--- src/rtl/arb_pkg.sv ---
// arb_pkg: shared FSM encoding and limits for the arbiter family.
// Also carries a small modular index helper used by pickers.
package arb_pkg;

  typedef enum logic [1:0] {
    IDLE    = 2'd0,
    GRANT   = 2'd1,
    BUSY    = 2'd2,
    RELEASE = 2'd3
  } arb_state_e;

  localparam int ACK_WAIT_DEF = 4;
  localparam int N_REQ_DEF    = 4;
  localparam int N_REQ_MAX    = 16;

  function automatic int wrap_add(
    input int base,
    input int off,
    input int n
  );
    int s;
    s = base + off;
    return (s >= n) ? s - n : s;
  endfunction

endpackage

--- src/rtl/rr_pick.sv ---
// rr_pick: combinational round-robin picker.
// Finds the first set req bit at or above ptr, wrapping.
module rr_pick
  import arb_pkg::*;
#(
  parameter int N = N_REQ_DEF
)(
  input  logic [N-1:0]         req,
  input  logic [$clog2(N)-1:0] ptr,
  output logic [$clog2(N)-1:0] pick,
  output logic                 any
);

  localparam int W = $clog2(N);

  logic [N-1:0] rot;
  int           off;

  assign rot = N'({req, req} >> ptr);
  assign any = |req;

  // Lowest set bit of the rotated request, mapped back to an index
  always_comb begin
    off  = 0;
    pick = '0;
    for (int i = N - 1; i >= 0; i--) begin
      if (rot[i]) off = i;
    end
    pick = W'(wrap_add(int'(ptr), off, N));
  end

endmodule

--- src/rtl/req_gnt_arbiter.sv ---
// req_gnt_arbiter: round-robin owner of one shared busy resource.
// Grants one requester, holds while busy, reclaims on end/withdraw/no-ack.
module req_gnt_arbiter
  import arb_pkg::*;
#(
  parameter int N_REQ    = N_REQ_DEF,
  parameter int ACK_WAIT = ACK_WAIT_DEF
)(
  input  logic                     clk,
  input  logic                     rst_n,
  input  logic [N_REQ-1:0]         req,
  input  logic                     busy,
  output logic [N_REQ-1:0]         gnt,
  output logic [$clog2(N_REQ)-1:0] gnt_id,
  output logic                     gnt_valid,
  output logic                     err_noack
);

  localparam int W  = $clog2(N_REQ);
  localparam int CW = $clog2(ACK_WAIT + 1);

  arb_state_e       state;
  logic [W-1:0]     ptr;
  logic [W-1:0]     pick;
  logic             any;
  logic [CW-1:0]    cnt;
  logic [CW-1:0]    cnt_inc;
  logic             timeout;
  logic             withdraw;
  logic [N_REQ-1:0] pick_oh;
  logic [W-1:0]     ptr_nxt;

  rr_pick #(
    .N (N_REQ)
  ) u_pick (
    .req  (req),
    .ptr  (ptr),
    .pick (pick),
    .any  (any)
  );

  assign gnt_valid = |gnt;

  // Saturating wait step, exit conditions and next pointer
  always_comb begin
    cnt_inc  = cnt;
    if (cnt != CW'(ACK_WAIT)) begin
      cnt_inc = cnt + CW'(1);
    end
    timeout  = (cnt_inc == CW'(ACK_WAIT));
    withdraw = ~|(req & gnt);
    pick_oh  = N_REQ'(1) << pick;
    ptr_nxt  = gnt_id + W'(1);
    if (gnt_id == W'(N_REQ - 1)) begin
      ptr_nxt = '0;
    end
  end

  // Grant FSM with registered grant, id, pointer and no-ack pulse
  always_ff @(posedge clk or negedge rst_n) begin
    if (!rst_n) begin
      state     <= IDLE;
      gnt       <= '0;
      gnt_id    <= '0;
      ptr       <= '0;
      cnt       <= '0;
      err_noack <= 1'b0;
    end else begin
      err_noack <= 1'b0;
      unique case (state)
        IDLE: begin
          if (any && !busy) begin
            gnt    <= pick_oh;
            gnt_id <= pick;
            cnt    <= '0;
            state  <= GRANT;
          end
        end
        GRANT: begin
          cnt <= cnt_inc;
          if (busy) begin
            state <= BUSY;
          end else if (withdraw) begin
            gnt   <= '0;
            state <= RELEASE;
          end else if (timeout) begin
            gnt       <= '0;
            err_noack <= 1'b1;
            state     <= RELEASE;
          end
        end
        BUSY: begin
          if (!busy) begin
            gnt   <= '0;
            state <= RELEASE;
          end
        end
        RELEASE: begin
          ptr <= ptr_nxt;
          if (!busy) begin
            state <= IDLE;
          end
        end
      endcase
    end
  end

endmodule
--- config.mk ---
export PLATFORM = sky130hd
export DESIGN_NAME = req_gnt_arbiter
export DESIGN_NICKNAME = d
export VERILOG_FILES = /design/src/rtl/arb_pkg.sv /design/src/rtl/rr_pick.sv /design/src/rtl/req_gnt_arbiter.sv
export SDC_FILE = /design/constraint.sdc
export NUM_CORES = 1
export LEC_CHECK = 0
export CORE_ASPECT_RATIO = 0.8
export CORE_MARGIN = 1
export CORE_UTILIZATION = 33
export CTS_CLUSTER_DIAMETER = 150
export CTS_CLUSTER_SIZE = 24
export DETAILED_ROUTE_END_ITERATION = 8
export HOLD_SLACK_MARGIN = 0.03
export SETUP_SLACK_MARGIN = 0.15
export SLEW_MARGIN = 25
export SYNTH_ARGS = -nofsm -noshare
export SYNTH_HDL_FRONTEND = slang
export SYNTH_HIERARCHICAL = 1
export SYNTH_SLANG_ARGS = --single-unit
--- constraint.sdc ---
create_clock -name clk -period 2.9 [get_ports clk]
set_clock_uncertainty 0.1 [all_clocks]
set_input_delay 0.58 -clock clk [delete_from_list [all_inputs] [get_ports clk]]
set_output_delay 0.58 -clock clk [all_outputs]
set_load 0.05 [all_outputs]
==> reports/qor.txt, run 1 <==
H-tree levels = 1
Sw Ratio = 0.4579
routed len/inst = 14.10 um
Power per Cell Area = 1076 mW/mm2
crit path time final = 2.598 ns
Layout area overhead = 25.38%
Reg2Reg Launch Point = cnt[0]$_DFFE_PN0P_
worst slew pin tran = 0.6323 ns
Vias/cell = 5.485
Worst Setup EP = gnt[3]$_DFFE_PN0P_
Placed Area = 0.001254 mm2
CTS tree = built
worst r2r path cells = 6
async set-or-reset flop fraction in the synthesized netlist = 1.000
Critical Path AT = 2.63 ns
kind of critical path = in -> reg
Pre-antenna DRT Iters = 4
switching power = 654.7 uW
Clock power frac = 0.133
ANT nets after route = 0
Final Wtd Congestion = 0.8819
largest net degree at the start of global routing = 15
Post-Syn Area = 0.001060 mm2
VDD IR max = 0.0003498 V
Hold Path Cell Cnt = 1
critical path required time = 2.93 ns
sequential share of power = 0.261
mean post-synth cell area = 9.723 um2
Pint = 775.1 uW
vias in the first global route = 774
via count = 916
synth unique cells = 38
core area = 0.003063 mm2
R2R Path End = gnt[1]$_DFFE_PN0P_
ANT cells = 0
Setup crit end kind = flip-flop
first-pass GRT wire length = 3898 um
Slew Viols, Final = 0
Comb power frac = 0.607
Yosys warning count = 6
layout cell share with drive strength beyond 1 = 0.1496
crit path launch = req[2]
Layout fillers = 302
f_max = 0.3849 GHz
CTS root buf = clkbuf_8
postcts setup bufs = 0
crit path max fanout = 5
Clock Latency Late Sink = 0.25 ns
RSZ-0062 raised after global routing = no
Port-buffer cells = 14
Remaining DRCs = 0
final hold slack = 0.4469 ns
initial core utilization = 0.3460
die height = 52.69 um
Worst Setup Start Kind = input port
Post-Syn Nets = 124
die area = 0.003443 mm2
Final Util = 0.4338
Yosys reg bits = 14
clk buf depth = 2
post-cts resize count = 0
io pins = 15
overall routing resource usage = 0.1541
Num CTS Buffers = 3
Max-Cap Viols = 0
Worst Hold Class = reg -> reg
cell count after synthesis = 109
final instance area = 0.001329 mm2
DRT Wirelength = 2355 um
Seq/Total Area, Yosys = 0.3306
clock sinks = 14
Clock Pin Slew Worst Setup and Hold Paths = 0.05 ns
initial antenna violation count = 0
Congestion Overflow GR = 0
hpwl dp = 1807 um
Die Wd = 65.36 um
FP Rows = 18
Post-synth EDFFs = 0
# hold bufs at CTS = 0
main flop type after synthesis = dfrtp_1
Slew HR = 0.5771
final period utilization = 0.8960
LEAKAGE = 0.0005740 uW
Final setup viols = 0
run status = complete, no violations
First DRT Iteration DRCs = 36
layout net count = 143
final hold violation count = 0
flop2flop setup slack = 0.46 ns
## through the flow
step | std cells | setup slack [ns] | TNS (ns) | power (uW)
after global placement | 163 | 0.04547 | 0 | 1190
after detailed placement | 163 | -0.03571 | -0.03571 | 1217
after floorplan | 109 | 0.6505 | 0 | 1002
final | 167 | 0.3017 | 0 | 1430
after global routing | 167 | 0.2146 | 0 | 1541
after CTS | 167 | 0.2077 | 0 | 1414
## layer usage
metal  wire length (um)  vias to the layer above  track usage
li1                   -                      449            -
met1               1233                      448       0.2260
met2               1017                       19       0.2131
met3                104                        0      0.05217
met4                  0                        0      0.03261
met5                  0                        -            0
## final cells by class
type	instances	area [um2]	share of cell area
Multi-Input combinational cell	87	688.2	0.5179
Sequential cell	14	350.3	0.2637
Inverter	6	22.52	0.01695
Timing Repair Buffer	16	162.7	0.1224
Tap cell	40	50.05	0.03766
Clock buffer	4	55.05	0.04143
## power groups by stage
| stage | Sequential [uW] | Combinational (uW) | Clock [uW] |
|---|---|---|---|
| global route | 390 | 941 | 210 |
| floorplan | 434 | 568 | 0 |
| CTS | 373 | 845 | 196 |
| finish | 372 | 867 | 190 |
| global placement | 372 | 818 | 0 |
| detailed placement | 377 | 840 | 0 |
## worst min-delay path by stage
stage	from	to
3_3_place_gp	cnt[1]$_DFFE_PN0P_	cnt[1]$_DFFE_PN0P_
6_report	cnt[1]$_DFFE_PN0P_	cnt[1]$_DFFE_PN0P_
2_1_floorplan	rst_n	cnt[0]$_DFFE_PN0P_
3_5_place_dp	cnt[1]$_DFFE_PN0P_	cnt[1]$_DFFE_PN0P_
4_1_cts	cnt[1]$_DFFE_PN0P_	cnt[1]$_DFFE_PN0P_
5_1_grt	cnt[1]$_DFFE_PN0P_	cnt[1]$_DFFE_PN0P_
## registers in the layout, summed over array words and instances (netlist names)
| register | count |
|---|---|
| state | 2 |
| gnt_id | 2 |
| cnt | 3 |
| err_noack | 1 |
| gnt | 4 |
| ptr | 2 |
## layout by cell type (no fill, tap or decap), types with 2 or more instances in the layout
cell	n
a21oi_1	5
a22oi_1	2
a31oi_1	3
and3b_1	2
buf_4	2
clkbuf_8	4
clkdlybuf4s50_1	11
dfrtp_1	14
dlymetal6s2s_1	3
ha_1	8
inv_1	6
mux2_2	8
nand2_1	6
nand2b_1	5
nand3b_1	3
nor2_1	6
nor3_1	4
nor3b_1	4
o21ai_0	7
o2bb2ai_1	2
or3_1	2
## cells in the mapped netlist, types with 2 or more instances
master / number / area, um2
nor3b_1: 5 / 37.54
ha_1: 8 / 100.1
nand2b_1: 5 / 31.28
nand3b_1: 3 / 22.52
mux2_2: 8 / 90.09
a31oi_1: 3 / 18.77
a22oi_1: 2 / 15.01
or3_1: 2 / 12.51
o2bb2ai_1: 2 / 17.52
nor3_1: 4 / 20.02
and3b_1: 2 / 17.52
inv_1: 6 / 22.52
nand2_1: 6 / 22.52
dfrtp_1: 14 / 350.3
nor2_1: 6 / 22.52
a21oi_1: 5 / 25.02
o21ai_0: 7 / 35.03
## worst max-delay path: stages
cell and delay [ns]:
clkdlybuf4s50_1 0.55, buf_4 0.16, a31oi_1 0.10, o211ai_1 0.19, ha_1 0.19, xor2_1 0.24, xnor2_2 0.14, and3b_1 0.21
mux2_2 0.26
## cell families (layout without fill, tap and decap cells)
| logic type | count (synthesis) | after routing | share of synthesized area |
|---|---|---|---|
| AO/OA/AOI/OAI | 29 | 29 | 0.2149 |
| XOR/XNOR | 2 | 2 | 0.01653 |
| adder cells (fa/ha/maj) | 8 | 8 | 0.09445 |
| buffers and inverters | 8 | 26 | 0.03187 |
| flip-flops | 14 | 14 | 0.3306 |
| multiplexers | 9 | 9 | 0.09445 |
| AND/OR/NAND/NOR | 39 | 39 | 0.2172 |
(Power assumes the default switching activity.)
==> run 2, diff against run 1 <==
- clock period: 2.9 -> 2.3 ns (I/O delays scaled with it)
==> run 2 against run 1 <==
- worst hold slack improved by 0.028 ns
- wire length rose by 18%
- cell count rose by 13%
- sequential cell count did not move
- sequential power rose by 28%
- largest cell class unchanged
- largest power group unchanged
- clock power rose by 5%
- first-iteration DRC count rose by 130%
==> reports/qor.txt, run 2 (synthesized netlist as in run 1, its figures left out) <==
RSZ-0062 raised after global routing = yes
hpwl dp = 1974 um (+9.2%)
Hold EP = gnt_id[0]$_DFFE_PN0P_
most common cell after layout, fill and taps aside = buf_4
CP Buf/Inv Count = 0 (-2)
Critical Path AT = 2.17 ns (-0.46 ns)
Num CTS Buffers = 3 (unchanged)
final period utilization = 0.9316
Layout area overhead = 44.98%
Remaining DRCs = 0 (unchanged)
VDD IR max = 0.0006237 V (+78%)
register area = 351.6 um2 (+0.36%)
vias in the first global route = 1004 (+30%)
commonest cells after routing, fill and taps aside = buf_4 (25), dfrtp_1 (13), clkdlybuf4s50_1 (9)
Setup crit end kind = flip-flop
die area = 0.003443 mm2 (unchanged)
first-pass GRT wire length = 4560 um (+17%)
worst r2r path cells = 5 (-1)
Worst Setup Start Kind = flip-flop
Reg2Reg Launch Point = cnt[1]$_DFFE_PN0P_
DRT Wirelength = 2783 um (+18%)
H-tree levels = 1 (unchanged)
ANT nets after route = 0 (unchanged)
Clock Latency Late Sink = 0.24 ns (about the same)
Final Wtd Congestion = 0.8259 (-6.3%)
Vias/cell = 5.397 (-1.6%)
ANT cells = 0 (unchanged)
Hold Path Cell Cnt = 1 (unchanged)
placed insts = 179 (+9.8%)
crit path time final = 2.143 ns
crit path max fanout = 4 (-1)
Finished Layout Cells = 189 (+13%)
final hold slack = 0.4750 ns (+0.02809 ns)
layout net count = 166 (+16%)
clock sinks = 14 (unchanged)
LEAKAGE = 0.0006661 uW (+16%)
FP Rows = 18 (unchanged)
worst slew pin tran = 0.6654 ns (+0.03314 ns)
Critical Path Max Stage Delay = 0.40 ns (-0.15 ns)
die height = 52.69 um (unchanged)
largest net degree at the start of global routing = 15 (unchanged)
Slew Viols, Final = 0 (unchanged)
area of the multi-input gates = 762.0 um2 (+11%)
final hold violation count = 0 (unchanged)
Clock Pin Slew Worst Setup and Hold Paths = 0.05 ns (about the same)
Worst Hold Class = reg -> reg
layout cell share with drive strength beyond 1 = 0.4094 (+0.2598)
initial core utilization = 0.3460 (unchanged)
total power = 2015 uW (+41%)
CTS root buf = clkbuf_8
Congestion Overflow GR = 0 (unchanged)
Power per Cell Area = 1311 mW/mm2 (+22%)
Biggest register = gnt
flop2flop setup slack = 0.16 ns (-0.30 ns)
registers with the most flip-flops = gnt: 4 flops, cnt: 3 flops
slowest CP cell = dfrtp_1
First DRT Iteration DRCs = 84 (+130%)
critical path required time = 2.33 ns (-0.60 ns)
R2R Path End = gnt[0]$_DFFE_PN0P_
Layout fillers = 290 (-4.0%)
via count = 1020 (+11%)
core area = 0.003063 mm2 (unchanged)
Max-Cap Viols = 0 (unchanged)
Final setup viols = 0 (unchanged)
io pins = 15 (unchanged)
crit path cell chain = ha_2, or3b_1, a211o_1, a32oi_4, mux2_4
number of flip-flops in the largest register = 4 (unchanged)
overall routing resource usage = 0.1772 (+0.02306)
f_max = 0.4667 GHz
initial antenna violation count = 0 (unchanged)
CTS tree = built
Die Wd = 65.36 um (unchanged)
clk buf depth = 2 (unchanged)
crit path launch = cnt[1]$_DFFE_PN0P_
routed len/inst = 14.72 um (+4.4%)
Crit path max-delay family = compound AO/OA/AOI/OAI gates
Hold Crit Start = gnt_id[0]$_DFFE_PN0P_
run status = complete, no violations
kind of critical path = reg -> reg
Slew HR = 0.5550 (-0.02216)
Pre-antenna DRT Iters = 4 (unchanged)
Port-buffer cells = 14 (unchanged)
[run 2: cell types whose count changed in the layout (fill, tap and decap cells not counted), sizes merged]
cell           before  now
clkbuf              4    7
clkdlybuf4s50      11    9
buf                 2   26
dlymetal6s2s        3    0
[run 2: worst max path at each step]
stage	endpoint	cells after the start	slack [ns]
2_1_floorplan	gnt[0]$_DFFE_PN0P_	6	0.17
3_3_place_gp	gnt[0]$_DFFE_PN0P_	10	-0.40
3_5_place_dp	gnt[0]$_DFFE_PN0P_	10	-0.47
4_1_cts	gnt[0]$_DFFE_PN0P_	5	0.09
5_1_grt	gnt[0]$_DFFE_PN0P_	7	0.09
6_report	gnt[0]$_DFFE_PN0P_	5	0.16
[run 2: timing repair]
| action | CTS | global route |
|---|---|---|
| pin swaps | 5 | 10 |
| gates cloned | 0 | 0 |
| setup buffers | 6 | 1 |
| resized for setup | 18 | 19 |
| setup endpoints to repair | 6 | 7 |
| hold buffers | 0 | 0 |
| endpoints found under the hold margin | 0 | 0 |
[run 2: metrics by stage]
stage / instance area [um2] / utilization / setup TNS, ns / worst slack [ns]
finish: 1536 / 0.5016 / 0 / 0.1572
global route: 1536 / 0.5016 / 0 / 0.09375
CTS: 1509 / 0.4926 / 0 / 0.09023
detailed placement: 1374 / 0.4485 / -2.356 / -0.4736
global placement: 1374 / 0.4485 / -1.902 / -0.3956
floorplan: 1062 / - / 0 / 0.1671
[run 2: where the power goes]
group | switching, uW | leakage, uW | internal, uW | total (uW)
combinational | 695 | 0.000466 | 644 | 1340
clock | 82.7 | 0.0000216 | 116 | 199
sequential | 136 | 0.000178 | 341 | 478
[run 2: worst register-to-register path: cells and delay by family, from the launching register on]
kind	cells	cell delay, ns
DFF	1	0.40
and+or+nand+nor	1	0.37
AOI/OAI and AO/OA	2	0.62
muxes	1	0.34
adders and majority gates	1	0.20
[run 2: final cells by class]
class / count / share of cell area
clock buffers: 3 / 0.02687
inverters: 6 / 0.01466
flip-flops and latches: 14 / 0.2288
multi-input cells: 87 / 0.4959
repair buffers: 39 / 0.2011
well taps: 40 / 0.03257
[run 2: routing by layer]
| metal | wire (um) | share of wire | GRT usage | up-vias |
|---|---|---|---|---|
| met1 | 1345 | 0.48 | 0.2281 | 493 |
| met3 | 150 | 0.054 | 0.06087 | 4 |
| met4 | 12 | 0.0043 | 0.05435 | 0 |
| li1 | - | - | - | 495 |
| met2 | 1274 | 0.46 | 0.2784 | 28 |
| met5 | 0 | 0 | 0 | - |
